===== src/rtl/approx_mul_pipe_pkg.sv =====
// approx_mul_pipe_pkg
//   Shared definitions for the pipelined quadrant-split approximate multiplier.
//   - Q_LL/Q_LH/Q_HL/Q_HH: quadrant indices, also the bit positions of each
//     quadrant's approximate flag inside a mode word.
//   - mode_t: 4-bit quadrant mode word (1 = approximate).
//   - approx_mask(): mask that clears the TRUNC low bits of a sub-product.
package approx_mul_pipe_pkg;

  localparam int Q_LL     = 0;
  localparam int Q_LH     = 1;
  localparam int Q_HL     = 2;
  localparam int Q_HH     = 3;
  localparam int NUM_QUAD = 4;

  // Widest sub-product the mask helper can describe; callers slice it down.
  localparam int MASK_W = 64;

  typedef logic [NUM_QUAD-1:0] mode_t;

  // Bit i is kept when i >= trunc, so the low 'trunc' bits are forced to zero.
  function automatic logic [MASK_W-1:0] approx_mask(input int trunc);
    logic [MASK_W-1:0] m;
    m = '0;
    for (int i = 0; i < MASK_W; i++) begin
      m[i] = (i >= trunc);
    end
    return m;
  endfunction

endpackage


===== src/rtl/approx_mul_half.sv =====
// approx_mul_half
//   H x H unsigned multiplier producing a 2H-bit sub-product. When 'approx'
//   is high the TRUNC least-significant product bits are forced to zero.
//   Purely combinational; the caller registers the result.
// Ports:
//   a, b    in   H    unsigned operands
//   approx  in   1    1 = truncated-approximate, 0 = exact
//   p       out  2H   sub-product
module approx_mul_half
  import approx_mul_pipe_pkg::*;
#(
  parameter int H     = 4,
  parameter int TRUNC = 2
) (
  input  logic [H-1:0]   a,
  input  logic [H-1:0]   b,
  input  logic           approx,
  output logic [2*H-1:0] p
);

  localparam int PW = 2 * H;

  localparam logic [MASK_W-1:0] FULL_MASK = approx_mask(TRUNC);
  localparam logic [PW-1:0]     MASK      = FULL_MASK[PW-1:0];

  logic [PW-1:0] exact;

  // Operands are widened first so the product is computed at full 2H width.
  assign exact = PW'(a) * PW'(b);
  assign p     = approx ? (exact & MASK) : exact;

endmodule


===== src/rtl/approx_mul_pipe.sv =====
// approx_mul_pipe
//   Pipelined W x W unsigned approximate multiplier. Each operand is split
//   into high/low halves; the four half-width sub-products HH, HL, LH, LL are
//   each exact or truncated according to the mode word captured with the
//   operand pair, then combined by shift-add into a 2W-bit product.
//   Three register stages (operands, sub-products, product) with a
//   valid/ready handshake on both sides and full backpressure.
// Ports:
//   clk        in   1    clock, rising edge
//   rst        in   1    synchronous reset, active-high
//   cfg_we     in   1    load cfg_mode into the mode register
//   cfg_mode   in   4    new quadrant mode (bit0=LL, bit1=LH, bit2=HL, bit3=HH)
//   mode       out  4    current mode register
//   in_valid   in   1    operand pair valid
//   in_ready   out  1    operand pair accepted this cycle when in_valid
//   in_a, in_b in   W    unsigned operands
//   out_valid  out  1    product valid
//   out_ready  in   1    consumer takes the product this cycle
//   out_prod   out  2W   product
//   busy       out  1    some stage holds a valid entry
module approx_mul_pipe
  import approx_mul_pipe_pkg::*;
#(
  parameter int          W            = 8,
  parameter int          TRUNC        = 2,
  parameter logic [3:0]  DEFAULT_MODE = 4'b1110
) (
  input  logic           clk,
  input  logic           rst,
  input  logic           cfg_we,
  input  logic [3:0]     cfg_mode,
  output logic [3:0]     mode,
  input  logic           in_valid,
  output logic           in_ready,
  input  logic [W-1:0]   in_a,
  input  logic [W-1:0]   in_b,
  output logic           out_valid,
  input  logic           out_ready,
  output logic [2*W-1:0] out_prod,
  output logic           busy
);

  localparam int H  = W / 2;
  localparam int QW = 2 * H;
  localparam int PW = 2 * W;

  mode_t         mode_q;

  logic          s1_valid;
  logic [W-1:0]  s1_a;
  logic [W-1:0]  s1_b;
  mode_t         s1_mode;

  logic          s2_valid;
  logic [QW-1:0] s2_pp [NUM_QUAD];

  logic          s3_valid;
  logic [PW-1:0] s3_prod;

  logic          s1_free;
  logic          s2_free;
  logic          s3_free;

  logic [H-1:0]  qa [NUM_QUAD];
  logic [H-1:0]  qb [NUM_QUAD];
  logic [QW-1:0] pp [NUM_QUAD];
  logic [PW-1:0] sum;

  // A stage may load when it is empty or its content leaves this cycle.
  // The chain runs backwards from out_ready, so in_ready depends on
  // out_ready combinationally but never on in_valid.
  assign s3_free  = !s3_valid || out_ready;
  assign s2_free  = !s2_valid || s3_free;
  assign s1_free  = !s1_valid || s2_free;
  assign in_ready = s1_free;

  assign out_valid = s3_valid;
  assign out_prod  = s3_prod;
  assign busy      = s1_valid || s2_valid || s3_valid;
  assign mode      = mode_q;

  // Mode register. An entry accepted on the same edge as a cfg_we write
  // captures the old value because S1 samples mode_q before it updates.
  always_ff @(posedge clk) begin
    if (rst) begin
      mode_q <= DEFAULT_MODE;
    end else if (cfg_we) begin
      mode_q <= cfg_mode;
    end
  end

  // S1: operand pair plus the mode in force at acceptance.
  always_ff @(posedge clk) begin
    if (rst) begin
      s1_valid <= 1'b0;
      s1_a     <= '0;
      s1_b     <= '0;
      s1_mode  <= '0;
    end else if (s1_free) begin
      s1_valid <= in_valid;
      if (in_valid) begin
        s1_a    <= in_a;
        s1_b    <= in_b;
        s1_mode <= mode_q;
      end
    end
  end

  // Quadrant operand routing: HL pairs a_hi with b_lo, LH pairs a_lo with b_hi.
  assign qa[Q_LL] = s1_a[H-1:0];
  assign qb[Q_LL] = s1_b[H-1:0];
  assign qa[Q_LH] = s1_a[H-1:0];
  assign qb[Q_LH] = s1_b[W-1:H];
  assign qa[Q_HL] = s1_a[W-1:H];
  assign qb[Q_HL] = s1_b[H-1:0];
  assign qa[Q_HH] = s1_a[W-1:H];
  assign qb[Q_HH] = s1_b[W-1:H];

  for (genvar q = 0; q < NUM_QUAD; q++) begin : g_quad
    approx_mul_half #(
      .H     (H),
      .TRUNC (TRUNC)
    ) u_half (
      .a      (qa[q]),
      .b      (qb[q]),
      .approx (s1_mode[q]),
      .p      (pp[q])
    );
  end

  // S2: the four sub-products, already truncated where the mode asks for it.
  always_ff @(posedge clk) begin
    if (rst) begin
      s2_valid <= 1'b0;
      for (int q = 0; q < NUM_QUAD; q++) begin
        s2_pp[q] <= '0;
      end
    end else if (s2_free) begin
      s2_valid <= s1_valid;
      if (s1_valid) begin
        for (int q = 0; q < NUM_QUAD; q++) begin
          s2_pp[q] <= pp[q];
        end
      end
    end
  end

  // Shift-add at full 2W width; the exact product bounds the sum, and
  // truncation only lowers it, so nothing carries out of the top bit.
  assign sum = (PW'(s2_pp[Q_HH]) << W)
             + ((PW'(s2_pp[Q_HL]) + PW'(s2_pp[Q_LH])) << H)
             + PW'(s2_pp[Q_LL]);

  // S3: final product. Holding while stalled keeps out_prod stable.
  always_ff @(posedge clk) begin
    if (rst) begin
      s3_valid <= 1'b0;
      s3_prod  <= '0;
    end else if (s3_free) begin
      s3_valid <= s2_valid;
      if (s2_valid) begin
        s3_prod <= sum;
      end
    end
  end

endmodule


===== config.mk =====
export PLATFORM = sky130hd
export DESIGN_NAME = approx_mul_pipe
export DESIGN_NICKNAME = d
export VERILOG_FILES = /design/src/rtl/approx_mul_pipe_pkg.sv /design/src/rtl/approx_mul_half.sv /design/src/rtl/approx_mul_pipe.sv
export SDC_FILE = /design/constraint.sdc
export NUM_CORES = 1
export LEC_CHECK = 0
export BUFFER_PORTS_ARGS = -buffer_cell sky130_fd_sc_hd__buf_4
export CAP_MARGIN = 20
export CORE_UTILIZATION = 60
export DETAILED_ROUTE_END_ITERATION = 16
export PLACE_DENSITY = 0.81
export SLEW_MARGIN = 20
export SYNTH_ARGS = -nofsm -noshare
export SYNTH_HDL_FRONTEND = slang
export SYNTH_SLANG_ARGS = --single-unit

===== constraint.sdc =====
create_clock -name clk -period 5.65 [get_ports clk]
set_input_delay 0.2825 -clock clk [delete_from_list [all_inputs] [get_ports clk]]
set_output_delay 0.2825 -clock clk [all_outputs]
set_load 0.005 [all_outputs]

======== Yosys cells after proc, flatten, opt, wreduce, memory -nomap -nowiden ========
Memory sizes are Yosys's and may differ from the RTL's.
Cells that the tools add are included.
operators by class
  add/sub/neg operators ................... 3
  $mul .................................... 4
  muxes and demuxes ....................... 14
  bitwise operators ....................... 4
  reduce and logical (&&, ||, !) cells .... 10
operators with widths
  cell                                         number
  4-bit by 4-bit multiplier with 8-bit output  4
  8-bit 2-to-1 mux                             4
  16-bit by 13-bit adder with 16-bit output    1
  16-bit by 8-bit adder with 16-bit output     1
  8-bit by 8-bit adder with 9-bit output       1
  2-bit 2-to-1 mux                             4
  1-bit 2-to-1 mux                             6
  1-bit logical OR                             5
  1-bit bitwise OR                             4
  2-bit AND reduction                          2
  1-bit logical NOT                            3
word-level totals
  register bits ........................... 43
  RAM bits ................................ 32
  bits of input ports ..................... 25
  output and inout bits ................... 23
  logic and storage cells ................. 44
  memories kept ........................... 1
memories
  memory  depth  bits a word  rd ports  clocked after Yosys merged registers in  write ports  RTL line               RTL
  s2_pp   4      8            4         0                                        4            approx_mul_pipe.sv:55  logic [QW-1:0] s2_pp [NUM_QUAD];

======== Logic depth before layout (Yosys ltp) ========
  depth after elaboration ................. 7
  depth in mapped cells ................... 16
  depth with buffers taken out ............ 16

======== Cells and area by module ========
Synthesis repeated with hierarchy kept, for this count alone.
second synthesis, totals
  cells, all modules ...................... 557
  area, all modules ....................... 5225.0 sq um
by module, submodules not included
  module           times used  cells each  area an instance (sq um)  sequential area each (sq um)
  approx_mul_pipe  1           345         3408.3                    1821.7
  approx_mul_half  4           53          454.2                     0.0

======== Worst setup path before layout ========
Ideal clock, no wire load.
  path kind ............................... register to register
  start ................................... register s1_a[0]
  end ..................................... memory s2_pp[0][7] (netlist bit), data pin
  setup time .............................. 0.254 ns
  data arrival time ....................... 2.766 ns
  required time ........................... 5.396 ns
  setup slack ............................. 2.630 ns
  cell stages (with the launch flop) ...... 13
  buffers on the path ..................... 1
  clock period less this slack ............ 3.020 ns
  cell sequence ........................... dfxtp_1 clkbuf_1 nand2_1 fa_1 inv_1 fa_1 ha_1 a21o_1 a21oi_1 o21bai_1 a21oi_1 xor2_1 nor2_1
RTL lines
  what                    RTL line                RTL
  start, declared         approx_mul_pipe.sv:50   logic [W-1:0] s1_a;
  start signal, assigned  approx_mul_pipe.sv:102  s1_a <= in_a;
  end, declared           approx_mul_pipe.sv:55

==> run_results.csv <==
group,metric,value,unit
clock_tree,cts_buffer_depth,2,
route,drc_errors,0,
layout,final_util,68.87,%
global_route,track_usage,25.79,%
run,drv_cap,0,
critical_path,worst_ep_required_time,5.73,ns
route,drt_wl_total,9.998,mm
critical_path,r2r_slack,2.35,ns
route,firstDrtPassIters,4,
power,pwr_density_cell,211.1,nW/µm²
layout,final_nets,695,
place,place.gp.congestion,0.8377,
layout,diodes,0,
sta,setup_viol,0,
route,drt_iter0_markers,155,
sta,slew_headroom,36.90,%
critical_path,start_kind,"flip-flop",
synthesis,syn-instance-count,543,
synthesis,ys_ff_latch,75,
floorplanning,core,8217,µm²
global_route,antenna_found_initial,0,
global_route,grt_pass1_wl,17.48,mm
clock_tree,hold_buffers,0,
global_route,first_global_vias,3864,
place,dpl.hpwl,7.780,mm
synthesis,syn_area,5070,µm²
sta,fmax,0.3029,GHz
synthesis,synth.avg_cell_area,9.337,µm²
floorplanning,die_w,93.92,µm
min_path,hold_end,"mode[1]",
floorplanning,dieHeight,93.92,µm
sta,worstMarginPinSlew,0.9465,ns
clock_tree,clock-sinks,75,
place,io_buffers,47,
critical_path,crit_arrival,3.38,ns
floorplanning,start_util,61.70,%
layout,drive_gt1_share,12.20,%
clock_tree,cts_made_buffers,9,
min_path,min_path_cells,2,
sta,period_share,58.44,%
clock_tree,postCtsSetupBuffers,0,
floorplanning,pin_count,48,
route,ant_nets,0,
sta,slew_viol_final,0,
critical_path,r2r-start,"s1_a[4]",
critical_path,rr_worst_depth,11,
clock_tree,cts_tree,"yes",
status,status,"complete, no violations",
critical_path,critPathKind,"reg -> reg",
synthesis,yosys_warnings,0,
sta,fin_skew,0.01467,ns
critical_path,end_kind,"flip-flop",
floorplanning,die-area,8821,µm²
clock_tree,htreeDepth,3,
floorplanning,rows,33,
sta,hold_viol_final,0,
synthesis,ys_seq_area_share,35.93,%
global_route,grt_max_degree,50,
sta,fin_crit,3.302,ns
clock_tree,ctsResizeCount,0,
min_path,hp-class,"in -> reg",
synthesis,synth_cell_types,42,
power,ir_drop,0.1234,mV
synthesis,syn_nets,653,
clock_tree,cts_root_buf,"clkbuf_8",
layout,syn_to_final_growth,11.62,%
critical_path,r2r-end,"s2_pp[2][7]",
power,p_leak,2.685,nW
sta,setup_tns,0,ns
clock_tree,clkSlewWorstSetupHoldPaths,0.09,ns
clock_tree,clk_latency,0.37,ns
sta,rsz0062_at_grt,"no",
layout,num-fill-cells,668,
min_path,min-delay-start,"cfg_mode[1]",
route,post_drt_wl_per_cell,14.39,µm
critical_path,cp_max_fo,9,
global_route,grt_overflow_total,0,
route,viasPerCell,5.452,
route,vias,3789,
-- area by class of cell --
class	instances	area, µm²	share of cell area, %
Inverter	30	112.6	1.990
Multi-Input combinational cell	420	3053	53.95
Sequential cell	75	1822	32.19
Tap cell	105	131.4	2.321
Timing Repair Buffer	49	367.9	6.500
Clock inverter	7	48.80	0.8623
Clock buffer	9	123.9	2.189
-- cells by family after synthesis --
group,Yosys count,synth area share [%]
buffers and inverters,48,3.899
xor gates and xnor gates,28,4.837
DFF,75,35.93
adders and majority gates,85,23.64
AOI/OAI and AO/OA,99,12.12
and+or+nand+nor,207,19.37
muxes,1,0.1974
-- synth_stat cells (all sizes together) --
library cell	number	area, µm²
o211ai	2	15.01
nand2	86	322.8
fa	18	360.4
o41ai	1	8.760
o21ai	12	67.57
mux2i	1	10.01
a21oi	53	265.3
o21bai	4	30.03
clkbuf	9	35.03
ha	67	838.3
a221o	1	10.01
nor3b	5	37.54
inv	30	112.6
a211o	5	43.79
or2	1	6.260
o21a	1	7.510
a221oi	1	15.01
nor3	6	30.03
and2	53	331.6
a21o	10	75.07
nand3b	1	7.510
nor4b	1	8.760
nand2b	3	18.77
buf	9	50.04
xor2	12	105.1
nor2	39	146.4
a31oi	1	6.260
o31ai	2	15.01
xnor2	16	140.1
nor2b	7	46.30
or3	1	6.260
a211oi	6	55.05
edfxtp	32	960.9
dfxtp	43	860.8
nand3	4	20.02
-- report_power, final --
group	switching [mW]	internal, mW	leakage (nW)
Combinational	0.107	0.0881	1.90
Sequential	0.0264	0.592	0.695
Clock	0.219	0.162	0.0946
Total	0.352	0.842	2.69
-- registers in the layout (all words and copies together), names as in the netlist --
register and count:
s2_pp 32, out_prod 16, s1_a 8, s1_b 8, mode 4, s1_mode 4
out_valid 1, s1_valid 1, s2_valid 1
-- metal layers --
layer / vias to the layer above / share of wire, % / track usage [%]
met5: - / 0 / 0
met2: 74 / 50 / 45.07
li1: 1922 / - / -
met4: 0 / 3.1 / 11.67
met3: 29 / 3.1 / 4.854
met1: 1764 / 43 / 30.59
-- worst max-delay path: stages (launching register included) --
cell and delay [ns]:
dfxtp_1 0.53, nand2_1 0.14, fa_1 0.54, inv_1 0.05, fa_1 0.50, ha_1 0.31
a21o_1 0.16, a21oi_1 0.23, o21bai_1 0.09, a21oi_1 0.19, xor2_1 0.22, nor2_1 0.06
-- worst max path at each step --
stage	startpoint	to	slack [ns]	depth (start not counted)
final	s1_a[4]	s2_pp[2][7]	2.35	11
after global routing	s1_a[4]	s2_pp[3][7]	2.14	11
after CTS	s1_a[4]	s2_pp[3][7]	2.34	11
after detailed placement	s1_a[4]	s2_pp[3][7]	2.35	11
after global placement	s1_a[4]	s2_pp[3][7]	2.45	11
after floorplan	s1_a[0]	s2_pp[0][7]	2.63	12
-- layout by cell type, fill, tap and decap left out, drive strengths merged, types with 2 or more instances in the layout --
| cell type | n |
|---|---|
| o211ai | 2 |
| ha | 67 |
| inv | 34 |
| fa | 18 |
| a211oi | 6 |
| nor3 | 6 |
| o21bai | 4 |
| nand3 | 4 |
| dfxtp | 43 |
| nor3b | 5 |
| nand2 | 86 |
| o31ai | 2 |
| a211o | 5 |
| and2 | 53 |
| clkbuf | 9 |
| clkinv | 3 |
| a21oi | 53 |
| nor2b | 7 |
| buf | 49 |
| xor2 | 12 |
| nand2b | 3 |
| xnor2 | 16 |
| a21o | 10 |
| o21ai | 12 |
| edfxtp | 32 |
| nor2 | 39 |
-- per-stage QoR --
stage          area [µm²]  cells  hold slack [ns]  setup WS (ns)  power [mW]
6_report             5659    695           0.1169          2.348       1.195
5_1_grt              5659    695           0.1096          2.140       1.253
4_1_cts              5657    695           0.1085          2.339       1.202
3_5_place_dp         5484    679           0.4477          2.348      0.8247
3_3_place_gp         5484    679           0.4405          2.450      0.8173
2_1_floorplan        5070    543           0.4004          2.630      0.7599
Power figures use the tool's default switching activity.
